[config.mk]
export PLATFORM = sky130hd
export DESIGN_NAME = egm_latency_monitor
export DESIGN_NICKNAME = d
export VERILOG_FILES = /design/src/rtl/egm_latency_monitor.sv
export SDC_FILE = /design/constraint.sdc
export NUM_CORES = 1
export LEC_CHECK = 0
export BUFFER_PORTS_ARGS = -buffer_cell sky130_fd_sc_hd__buf_2
export CORE_MARGIN = 2
export CORE_UTILIZATION = 43
export DETAILED_ROUTE_END_ITERATION = 10
export GPL_ROUTABILITY_DRIVEN = 0
export SLEW_MARGIN = 25
export SYNTH_ARGS = -nofsm -noshare
export SYNTH_HDL_FRONTEND = slang
export SYNTH_SLANG_ARGS = --single-unit
[constraint.sdc]
create_clock -name clkin_50 -period 5.1 [get_ports clkin_50]
set_input_delay 0.51 -clock clkin_50 [delete_from_list [all_inputs] [get_ports clkin_50]]
set_output_delay 0.51 -clock clkin_50 [all_outputs]
set_load 0.01 [all_outputs]
[src/rtl/egm_latency_monitor.sv]
// EGM stimulus-to-response latency monitor: measures clock cycles from a stimulus
// rising edge to the handler's response rising edge and keeps worst-case/event statistics.
module egm_latency_monitor #(
    parameter int CNT_W   = 16,
    parameter int TIMEOUT = 50000,
    parameter int EVT_W   = 16
) (
    input  logic             clkin_50,
    input  logic             rst,
    input  logic             enable,
    input  logic             clear,
    input  logic             stimulus,
    input  logic             response,
    output logic [CNT_W-1:0] latency,
    output logic             latency_valid,
    output logic [CNT_W-1:0] max_latency,
    output logic [EVT_W-1:0] pulse_count,
    output logic [EVT_W-1:0] missed_count,
    output logic             busy
);

    typedef enum logic [1:0] {
        IDLE      = 2'd0,
        WAIT_RESP = 2'd1,
        DONE      = 2'd2
    } state_t;

    localparam logic [CNT_W-1:0] CNT_LAST = CNT_W'(TIMEOUT - 1);
    localparam logic [CNT_W-1:0] CNT_ONE  = CNT_W'(1);
    localparam logic [EVT_W-1:0] EVT_ONE  = EVT_W'(1);
    localparam logic [EVT_W-1:0] EVT_MAX  = {EVT_W{1'b1}};

    // Event counters stick at all-ones instead of wrapping.
    function automatic logic [EVT_W-1:0] sat_inc(input logic [EVT_W-1:0] value);
        if (value == EVT_MAX) begin
            sat_inc = value;
        end else begin
            sat_inc = value + EVT_ONE;
        end
    endfunction

    state_t           state_r;
    state_t           state_nxt_s;
    logic [CNT_W-1:0] cnt_r;
    logic [CNT_W-1:0] cnt_nxt_s;
    logic             stim_d_r;
    logic             resp_d_r;
    logic             stim_rise_s;
    logic             resp_rise_s;
    logic             accept_s;
    logic             answer_s;
    logic [CNT_W-1:0] answer_lat_s;
    logic             miss_s;
    logic [CNT_W-1:0] latency_r;
    logic             latency_valid_r;
    logic [CNT_W-1:0] max_latency_r;
    logic [EVT_W-1:0] pulse_count_r;
    logic [EVT_W-1:0] missed_count_r;
    logic             busy_r;

    assign stim_rise_s = stimulus & ~stim_d_r;
    assign resp_rise_s = response & ~resp_d_r;

    // Edge-detect history; preset high so a level already high at reset release is no edge.
    always_ff @(posedge clkin_50 or posedge rst) begin
        if (rst) begin
            stim_d_r <= 1'b1;
            resp_d_r <= 1'b1;
        end else begin
            stim_d_r <= stimulus;
            resp_d_r <= response;
        end
    end

    // Next-state, cycle counter and per-cycle statistic update requests.
    always_comb begin
        state_nxt_s  = state_r;
        cnt_nxt_s    = cnt_r;
        accept_s     = 1'b0;
        answer_s     = 1'b0;
        answer_lat_s = {CNT_W{1'b0}};
        miss_s       = 1'b0;
        if (!enable) begin
            state_nxt_s = IDLE;
            cnt_nxt_s   = {CNT_W{1'b0}};
        end else begin
            case (state_r)
                IDLE: begin
                    if (stim_rise_s) begin
                        accept_s  = 1'b1;
                        cnt_nxt_s = {CNT_W{1'b0}};
                        if (resp_rise_s) begin
                            answer_s    = 1'b1;
                            state_nxt_s = DONE;
                        end else begin
                            state_nxt_s = WAIT_RESP;
                        end
                    end else begin
                        state_nxt_s = IDLE;
                    end
                end
                WAIT_RESP: begin
                    // Stimulus falling here is deliberately ignored; only the response matters.
                    if (resp_rise_s) begin
                        answer_s     = 1'b1;
                        answer_lat_s = cnt_r + CNT_ONE;
                        state_nxt_s  = DONE;
                    end else if (cnt_r == CNT_LAST) begin
                        miss_s      = 1'b1;
                        state_nxt_s = DONE;
                    end else begin
                        cnt_nxt_s = cnt_r + CNT_ONE;
                    end
                end
                DONE: begin
                    if (!stimulus && !response) begin
                        state_nxt_s = IDLE;
                    end else begin
                        state_nxt_s = DONE;
                    end
                end
                default: begin
                    state_nxt_s = IDLE;
                    cnt_nxt_s   = {CNT_W{1'b0}};
                end
            endcase
        end
    end

    // FSM state and cycle counter registers.
    always_ff @(posedge clkin_50 or posedge rst) begin
        if (rst) begin
            state_r <= IDLE;
            cnt_r   <= {CNT_W{1'b0}};
            busy_r  <= 1'b0;
        end else begin
            state_r <= state_nxt_s;
            cnt_r   <= cnt_nxt_s;
            busy_r  <= (state_nxt_s == WAIT_RESP);
        end
    end

    // Statistics; clear wins over any update landing in the same cycle.
    always_ff @(posedge clkin_50 or posedge rst) begin
        if (rst) begin
            latency_r       <= {CNT_W{1'b0}};
            latency_valid_r <= 1'b0;
            max_latency_r   <= {CNT_W{1'b0}};
            pulse_count_r   <= {EVT_W{1'b0}};
            missed_count_r  <= {EVT_W{1'b0}};
        end else if (clear) begin
            latency_r       <= {CNT_W{1'b0}};
            latency_valid_r <= 1'b0;
            max_latency_r   <= {CNT_W{1'b0}};
            pulse_count_r   <= {EVT_W{1'b0}};
            missed_count_r  <= {EVT_W{1'b0}};
        end else begin
            latency_valid_r <= answer_s;
            if (answer_s) begin
                latency_r <= answer_lat_s;
                if (answer_lat_s > max_latency_r) begin
                    max_latency_r <= answer_lat_s;
                end
            end
            if (accept_s) begin
                pulse_count_r <= sat_inc(pulse_count_r);
            end
            if (miss_s) begin
                missed_count_r <= sat_inc(missed_count_r);
            end
        end
    end

    assign latency       = latency_r;
    assign latency_valid = latency_valid_r;
    assign max_latency   = max_latency_r;
    assign pulse_count   = pulse_count_r;
    assign missed_count  = missed_count_r;
    assign busy          = busy_r;

endmodule

==> flow_results.org, run 1 <==
** Drt
- The first routing iteration left 251 violations.
- Wire length per cell after detailed routing :: 16.3 um
- Number of nets with antenna violations after routing :: 0
- For this run, design rule violations remaining after detail routing come to 0.
- The detailed router placed 4193 vias in this run.
- Detailed-routing iteration count for the pre-antenna-repair pass :: 4
- Dividing the detail-routed via count by the number of cells gives 5.61.
- Summed over all layers, the routed wires come to 12.2 mm.

** CTS
- TritonCTS built the clock tree.
- Clock root buffer :: sky130_fd_sc_hd__clkbuf_16
- After clock tree synthesis, the repair step resized 0 gates.
- In this run, post-CTS hold repair placed 0 buffers.
- Clock transition at path regs :: 0.06 ns
- Counting along the longest clock path gives a buffer depth of 2.
- Clock net sink count :: 86
- Clock H-tree levels :: 3
- TritonCTS created 9 clock buffers.
- Clock latency on the worst-skew pair, taken at its later pin, is 0.35 ns.
- Once the clock tree was built, the setup fixing pass inserted 0 buffers.

** STA
- Least setup slack across all paths after layout :: 0.869 ns
- Counting I/O delays and the setup requirement, the final critical path takes 4.23 ns.
- Setup skew after layout :: 0.0104 ns
- The total count of hold-check failures in the final report was 0.
- Number of pins with negative max-slew slack in the final report :: 0
- Setup repair after global routing left no endpoint under its margin.
- Setup total negative slack on the finished layout was measured at 0 ns.
- Number of failing setup endpoints in the final timing report :: 0
- In the finished design, the share of the clock period the worst path needs comes to 83.0%.
- The worst pin sits at a relative slew slack of 42.3%.
- Worst slew pin tran :: 0.858 ns
- Highest clock rate :: 236 MHz

** Yosys
- Syn nets :: 566
- Yosys printed 0 warnings.
- Cell count after synthesis :: 541
- Simple-gate share of the synthesized area :: 23.5%
- Number of distinct standard cells referenced by the synthesized netlist :: 54
- Top-area cell type share of the netlist area :: 42.5%
- For this run, the leading register cell type out of synthesis is sky130_fd_sc_hd__dfrtp_1.
- Measured against the total synthesized area, the mux share comes to 4.25%.
- Count of state elements after synthesis :: 86
- Counting flops with a built-in enable in the synthesized netlist gives 0.
- Of the total synthesized cell area, the portion taken by full adders, half adders and majority gates is 4.81%.
- Summed over all instances, the cell type with the most area after synthesis is sky130_fd_sc_hd__dfrtp_1.
- The average instance in the mapped netlist occupies 9.14 um2.
- Xor/xnor share of the synthesized area :: 3.72%
- By area the synthesized netlist is led by sky130_fd_sc_hd__dfrtp_1 (43%), sky130_fd_sc_hd__ha_1 (4.8%), sky130_fd_sc_hd__nor2_1 (4.6%), sky130_fd_sc_hd__a21oi_1 (3.9%), sky130_fd_sc_hd__xnor2_1 (3.4%).
- Proportion of register bits with asynchronous set or reset after synthesis :: 100%
- Main combinational cell family by area after synthesis :: simple AND/OR/NAND/NOR gates
- Post-synthesis instance area :: 0.00494 mm2
- Share of the synthesized area in compound gates (AO/OA/AOI/OAI) :: 15.7%
- Register area share after synthesis :: 43.6%

** Pwr
- Switching power total :: 318 uW
- Sequential cells account for 48.0% of the total power.
- Across the VDD grid, the largest voltage drop is 0.220 mV.
- For this design the ratio of total power to cell area is 251 mW/mm2.
- Internal power :: 1.12 mW
- Leakage :: 2.60 nW
- Of the total power, the clock network draws 48.1%.
- Overall power consumption after layout is estimated at 1.44 mW.
- The share of total power dissipated in combinational logic is 3.9%.
- Of the total power, the share spent switching nets is 22.1%.

** Worst setup path
- Cells traversed along the worst timing path :: ha_1, nand3_1, nor4_1, nand3_1, xnor2_1, nor2_1, ha_1, a21oi_1, nand2_1, a221o_1, o31ai_2, buf_4, mux2_2
- The largest individual stage delay along the critical path comes from the cell sky130_fd_sc_hd__nor4_1.
- The worst setup path is captured at a flop.
- Data required, critical path :: 5.34 ns
- Critical Path Max Stage Delay :: 0.83 ns
- Critical path type :: reg -> reg
- Largest fanout on the critical path :: 11
- The critical path runs through a total of 13 cells.
- Measured in cells, the most critical reg-to-reg path has a length of 13.
- Family with the most delay on the worst path :: simple AND/OR/NAND/NOR gates
- Data on the critical path arrives at its endpoint at 4.47 ns.
- Type of origin of the critical path :: flop
- Counting both buffers and inverters, the worst setup path holds a total of 1.

** Worst hold path
- The worst hold path belongs to the class in -> async.

** Final layout
- Layout net count :: 625
- # diodes :: 0
- Area growth, synth to finish :: 16.1%
- For this run, the number of standard cells in the final layout without fillers is 748.
- Core occupancy in the finished layout :: 50.7%
- Layout cell share with drive strength beyond 1 :: 18.2%

** Global route
- Remaining Overflow, GRT :: 0
- Largest net degree at the start of global routing :: 56
- The first global-routing pass estimated 20.6 mm of wire.
- Vias in the first global route :: 4039
- In the global route stage, overall resource usage came out at 20.6%.
- Number of antenna violations at the first check in global routing :: 0

** Placed design
- Count of input and output buffers :: 71
- Setup Slack @ Placement :: 0.899 ns
- The number of placed instances, taps included, is 732.
- After legalization and detailed placement, the total HPWL measured 8.37 mm.

** Floorplan
- 72 I/O pins were placed.
- In this run the horizontal extent of the chip is 111 um.
- Initial standard-cell utilization of the core :: 43.7%
- Die area :: 0.0124 mm2
- Height of the chip :: 111 um
- The floorplan step defined a core boundary enclosing 0.0113 mm2.
- The floorplan has 39 rows.

** Status
- Run status :: finished clean

** Flow run
- Max-cap violations in this run came to 0.
## logic make-up (layout without fill, tap and decap cells)
family / count (synthesis) / in the layout
adders and majority gates: 19 / 19
buffers and inverters: 57 / 121
xor gates and xnor gates: 21 / 21
AOI/OAI and AO/OA: 122 / 122
DFF: 86 / 86
and+or+nand+nor: 216 / 216
muxes: 20 / 20
## Yosys cell counts, types with 13 or more instances
cell,n
sky130_fd_sc_hd__xnor2_1,19
sky130_fd_sc_hd__clkbuf_1,25
sky130_fd_sc_hd__o31ai_1,17
sky130_fd_sc_hd__nor2_1,60
sky130_fd_sc_hd__o21ai_0,26
sky130_fd_sc_hd__nand3_1,13
sky130_fd_sc_hd__inv_1,27
sky130_fd_sc_hd__nand2_1,39
sky130_fd_sc_hd__or4_1,15
sky130_fd_sc_hd__a21oi_1,39
sky130_fd_sc_hd__dfrtp_1,84
sky130_fd_sc_hd__nand2b_1,19
sky130_fd_sc_hd__ha_1,19
## path summary, 6_finish.rpt
check                            from               to  slack [ns]
hold / removal                    rst  missed_count[4]        0.20
setup / recovery             cnt_r[0]  max_latency[10]        0.87
max in group asynchronous         rst        cnt_r[10]        3.78
setup reg to reg             cnt_r[0]  max_latency[10]        0.87
min in group clkin_50        stimulus         stim_d_r        0.29
hold reg to reg            latency[4]       latency[4]        0.51
## power by group through the flow
| stage | logic [mW] | registers [mW] | clock network [mW] |
|---|---|---|---|
| 2_1_floorplan | 0.0416 | 0.701 | 0 |
| 3_3_place_gp | 0.0569 | 0.703 | 0 |
| 3_5_place_dp | 0.0572 | 0.703 | 0 |
| 4_1_cts | 0.0573 | 0.690 | 0.712 |
| 5_1_grt | 0.0635 | 0.691 | 0.739 |
| 6_report | 0.0564 | 0.691 | 0.693 |
## layer usage
| metal | track usage [%] | up-vias | part of all wire (%) | routed length (um) |
|---|---|---|---|---|
| li1 | - | 2070 | - | - |
| met4 | 9.22 | 0 | 2.2 | 270 |
| met3 | 3.77 | 17 | 3.8 | 462 |
| met2 | 32.0 | 92 | 46 | 5650 |
| met5 | 0 | - | 0 | 0 |
| met1 | 28.0 | 2014 | 48 | 5820 |
## cell type report
cell class | instances | area, um2
Timing Repair Buffer | 78 | 408
Inverter | 27 | 103
Multi-Input combinational cell | 398 | 2580
Fill cell | 1087 | 5580
Clock buffer | 14 | 274
Clock inverter | 2 | 38.8
Tap cell | 143 | 179
Sequential cell | 86 | 2150
## per-stage QoR
| step | hold slack [ns] | cell area [um2] |
|---|---|---|
| 4_1_cts | 0.212 | 5740 |
| 3_3_place_gp | 0.492 | 5430 |
| 6_report | 0.198 | 5740 |
| 3_5_place_dp | 0.507 | 5430 |
| 2_1_floorplan | 0.510 | 4940 |
| 5_1_grt | 0.234 | 5740 |
## cell usage in the layout, fill, tap and decap left out, drive strengths merged, types with 3 or more instances in the layout
| cell | netlist | layout |
|---|---|---|
| nand4 | 8 | 8 |
| and4 | 7 | 7 |
| clkbuf | 25 | 14 |
| a211oi | 12 | 12 |
| xnor2 | 19 | 19 |
| nand3 | 13 | 13 |
| mux2i | 12 | 12 |
| or3 | 9 | 9 |
| nand2b | 19 | 19 |
| dfrtp | 84 | 84 |
| nor4 | 7 | 7 |
| mux2 | 8 | 8 |
| a2111oi | 4 | 4 |
| nand4b | 3 | 3 |
| or4 | 15 | 15 |
| nor2b | 6 | 6 |
| buf | 5 | 78 |
| ha | 19 | 19 |
| inv | 27 | 26 |
| o31ai | 17 | 17 |
| o21ai | 26 | 26 |
| o21bai | 3 | 3 |
| nor3 | 10 | 10 |
| nand2 | 39 | 39 |
| nor2 | 60 | 60 |
| and3 | 8 | 8 |
| a21oi | 39 | 39 |
## state kept, by name, summed over array words and instances (netlist names)
register / flops
busy: 1
cnt_r: 16
latency: 16
latency_valid: 1
max_latency: 16
missed_count: 16
pulse_count: 16
resp_d_r: 1
state_r: 2
stim_d_r: 1
Power figures use the tool's default switching activity.
==> inputs of run 2 (changes only) <==
==> constraint.sdc (replaced) <==
create_clock -name clkin_50 -period 4.3 [get_ports clkin_50]
set_input_delay 0.43 -clock clkin_50 [delete_from_list [all_inputs] [get_ports clkin_50]]
set_output_delay 0.43 -clock clkin_50 [all_outputs]
set_load 0.01 [all_outputs]
==> run 2 against run 1 <==
Sequential power rose by 19%. Setup slack got worse by 0.47 ns. Global-route usage fell by 0.30 points. Wire length fell by 1.3%. Clock power rose by 8.4%. Power rose by 14%. Count of clock-buffer cells in the layout fell by 4. Fmax rose by 8.6%. Critical path type unchanged. Largest cell class unchanged. Largest power group is now registers. Highest routed layer unchanged.
==> flow_results.org, run 2 (synthesis results as in run 1) <==
** Status
- Run status: finished clean (unchanged).

** Drt
- The detail-routed via count per cell was 5.64 (was 5.61).
- Initial drt markers :: 246 (was 251)
- The first-pass iteration count of the detailed router was 5 (was 4).
- The number of nets with antenna violations after routing is 0 (unchanged).
- The DRC violations left is 0 (unchanged).
- The routed wirelength normalized by instance count came to 16.0 um (was 16.3 um).
- The via total after detailed routing is 4248 (was 4193).
- Final WL :: 12.1 mm (was 12.2 mm)

** STA
- Worst slew pin tran :: 0.868 ns (was 0.858 ns)
- Number of pins with negative max-slew slack in the final report :: 0 (unchanged)
- The setup TNS was 0 ns (unchanged).
- Setup skew after layout :: 0.00602 ns (was 0.0104 ns)
- Setup repair after global routing missed its margin: false (unchanged).
- The headroom to the max-slew limit is 41.9% (was 42.3%).
- The total count of hold-check failures in the final report came to 0 (unchanged).
- Worst hold slack across all endpoints :: 0.139 ns (was 0.198 ns)
- The fraction of the cycle the final worst path needs came to 90.6% (was 83.0%).
- The time the final worst path needs with I/O delays and setup was 3.90 ns (was 4.23 ns).
- Highest clock rate :: 257 MHz (was 236 MHz)
- Number of failing setup endpoints in the final timing report :: 0 (unchanged)

** Floorplan
- The core region area was 0.0113 mm2 (unchanged).
- The overall die width was 111 um (unchanged).
- Initial standard-cell utilization of the core :: 43.7% (unchanged)
- Standard-cell row count :: 39 (unchanged)
- The number of primary I/O pins came to 72 (unchanged).
- Die area :: 0.0124 mm2 (unchanged)
- Height of the chip :: 111 um (unchanged)

** Worst setup path
- The nature of the critical path startpoint was a flop (unchanged).
- The required time of the critical path was 4.53 ns (was 5.34 ns).
- Data arrival time of the critical path :: 4.13 ns (was 4.47 ns)
- The critical path start-end classification is reg -> reg (unchanged).
- Largest fanout on the critical path :: 11 (unchanged)
- Setup slack of the most critical reg-to-reg path :: 0.40 ns (was 0.87 ns)
- Worst setup EP type :: flop (unchanged)

** Final layout
- The most common library cell in the layout ignoring fill and taps is sky130_fd_sc_hd__dfrtp_1 (unchanged).
- The number of antenna cells inserted is 0 (unchanged).
- The cell area after layout came to 0.00575 mm2 (was 0.00574 mm2).
- The total number of nets in the final design was 630 (was 625).
- Most used cells in the layout excluding fill and tap cells: sky130_fd_sc_hd__dfrtp_1 (84), sky130_fd_sc_hd__buf_2 (71), sky130_fd_sc_hd__nor2_1 (60) (unchanged).
- Layout cell share with drive strength beyond 1 :: 19.2% (was 18.2%)
- The synthesis-to-layout area growth is 16.4% (was 16.1%).

** Placed design
- The count of buffers from port buffering came to 71 (unchanged).
- Post-detailed-placement cell area :: 0.00547 mm2 (was 0.00543 mm2)
- Half-perimeter wire length after detailed placement :: 8.39 mm (was 8.37 mm)

** Global route
- The number of global-route vias before repair came to 4059 (was 4039).
- The maximum number of pins on one net before global-route repair is 64 (was 56).
- The total congestion overflow came to 0 (unchanged).
- Number of antenna violations at the first check in global routing :: 0 (unchanged)
- Global router's overall resource usage :: 20.3% (was 20.6%)
- The global-route wire length before repair is 20.3 mm (was 20.6 mm).

** Flow run
- The number of violations of the max-capacitance limit came to 0 (unchanged).

** Worst hold path
- Path type of the worst min-delay path :: in -> async (unchanged)

** CTS
- The insertion delay to the later sink of the worst-skew pair came to 0.35 ns (about the same).
- The number of gates given a new drive strength after cts is 0 (unchanged).
- Clock H-tree levels :: 3 (unchanged)
- Number of hold buffers added after CTS :: 0 (unchanged)
- Clock tree buffer depth :: 2 (unchanged)
- The root buffer cell is sky130_fd_sc_hd__clkbuf_16 (unchanged).
- CTS tree :: done (unchanged)
- Clock transition at path regs :: 0.06 ns (about the same)
- Post-CTS Setup Repair Bufs :: 0 (unchanged)
- Clock net sink count :: 86 (unchanged)
- Num CTS Buffers :: 9 (unchanged)

** Pwr
- The power density over cell area came to 284 mW/mm2 (was 251 mW/mm2).
- Leakage :: 2.61 nW (was 2.60 nW)
- The peak supply drop is 0.176 mV (was 0.220 mV).
==> run 2: metal layers <==
metal / wire length [um] / up-vias / global-route usage, %
li1: - / 2088 / -
met1: 5540 / 2021 / 27.4
met2: 5540 / 120 / 31.5
met3: 616 / 19 / 4.21
met4: 356 / 0 / 9.14
met5: 0 / - / 0
==> run 2: worst paths after layout <==
path,depth (start not counted),start,endpoint
setup / recovery,14,cnt_r[0],max_latency[11]
hold / removal,2,rst,missed_count[2]
setup reg to reg,14,cnt_r[0],max_latency[11]
hold reg to reg,2,latency[7],latency[7]
max in group asynchronous,3,rst,max_latency[12]
min in group clkin_50,1,response,resp_d_r
==> run 2: cell type report <==
type                    count  area (um2)
clock buffers              10         239
well taps                 143         179
flip-flops and latches     86        2150
fillers                  1093        5570
multi-input cells         398        2580
repair buffers             83         445
inverters                  27         106
clock inverters             6        46.3
==> run 2: stage by stage <==
step | std cells | util [%] | power [mW] | setup slack, ns
after CTS | 753 | 50.8 | 1.66 | 0.401
final | 753 | 50.8 | 1.64 | 0.404
after global placement | 737 | 48.3 | 0.901 | 0.559
after global routing | 753 | 50.8 | 1.70 | 0.120
after detailed placement | 737 | 48.3 | 0.902 | 0.432
after floorplan | 541 | - | 0.881 | 0.185
==> run 2: critical path, cell delays in order, from the launching register on <==
cell and delay, ns:
sky130_fd_sc_hd__dfrtp_1 0.44, sky130_fd_sc_hd__ha_1 0.26, sky130_fd_sc_hd__nand3_1 0.38, sky130_fd_sc_hd__nor4_1 0.39, sky130_fd_sc_hd__buf_4 0.19, sky130_fd_sc_hd__nand3_1 0.09
sky130_fd_sc_hd__xnor2_1 0.21, sky130_fd_sc_hd__nor2_1 0.06, sky130_fd_sc_hd__ha_1 0.30, sky130_fd_sc_hd__a21oi_1 0.15, sky130_fd_sc_hd__nand2_1 0.07, sky130_fd_sc_hd__a221o_1 0.35
sky130_fd_sc_hd__o31ai_2 0.28, sky130_fd_sc_hd__buf_4 0.25, sky130_fd_sc_hd__mux2_2 0.35
==> run 2: power by group <==
group | switching (mW) | total, mW | leakage (nW) | internal [mW]
sequential | 0.00526 | 0.819 | 1.19 | 0.814
combinational | 0.0495 | 0.0666 | 1.28 | 0.0171
clock | 0.341 | 0.751 | 0.135 | 0.410
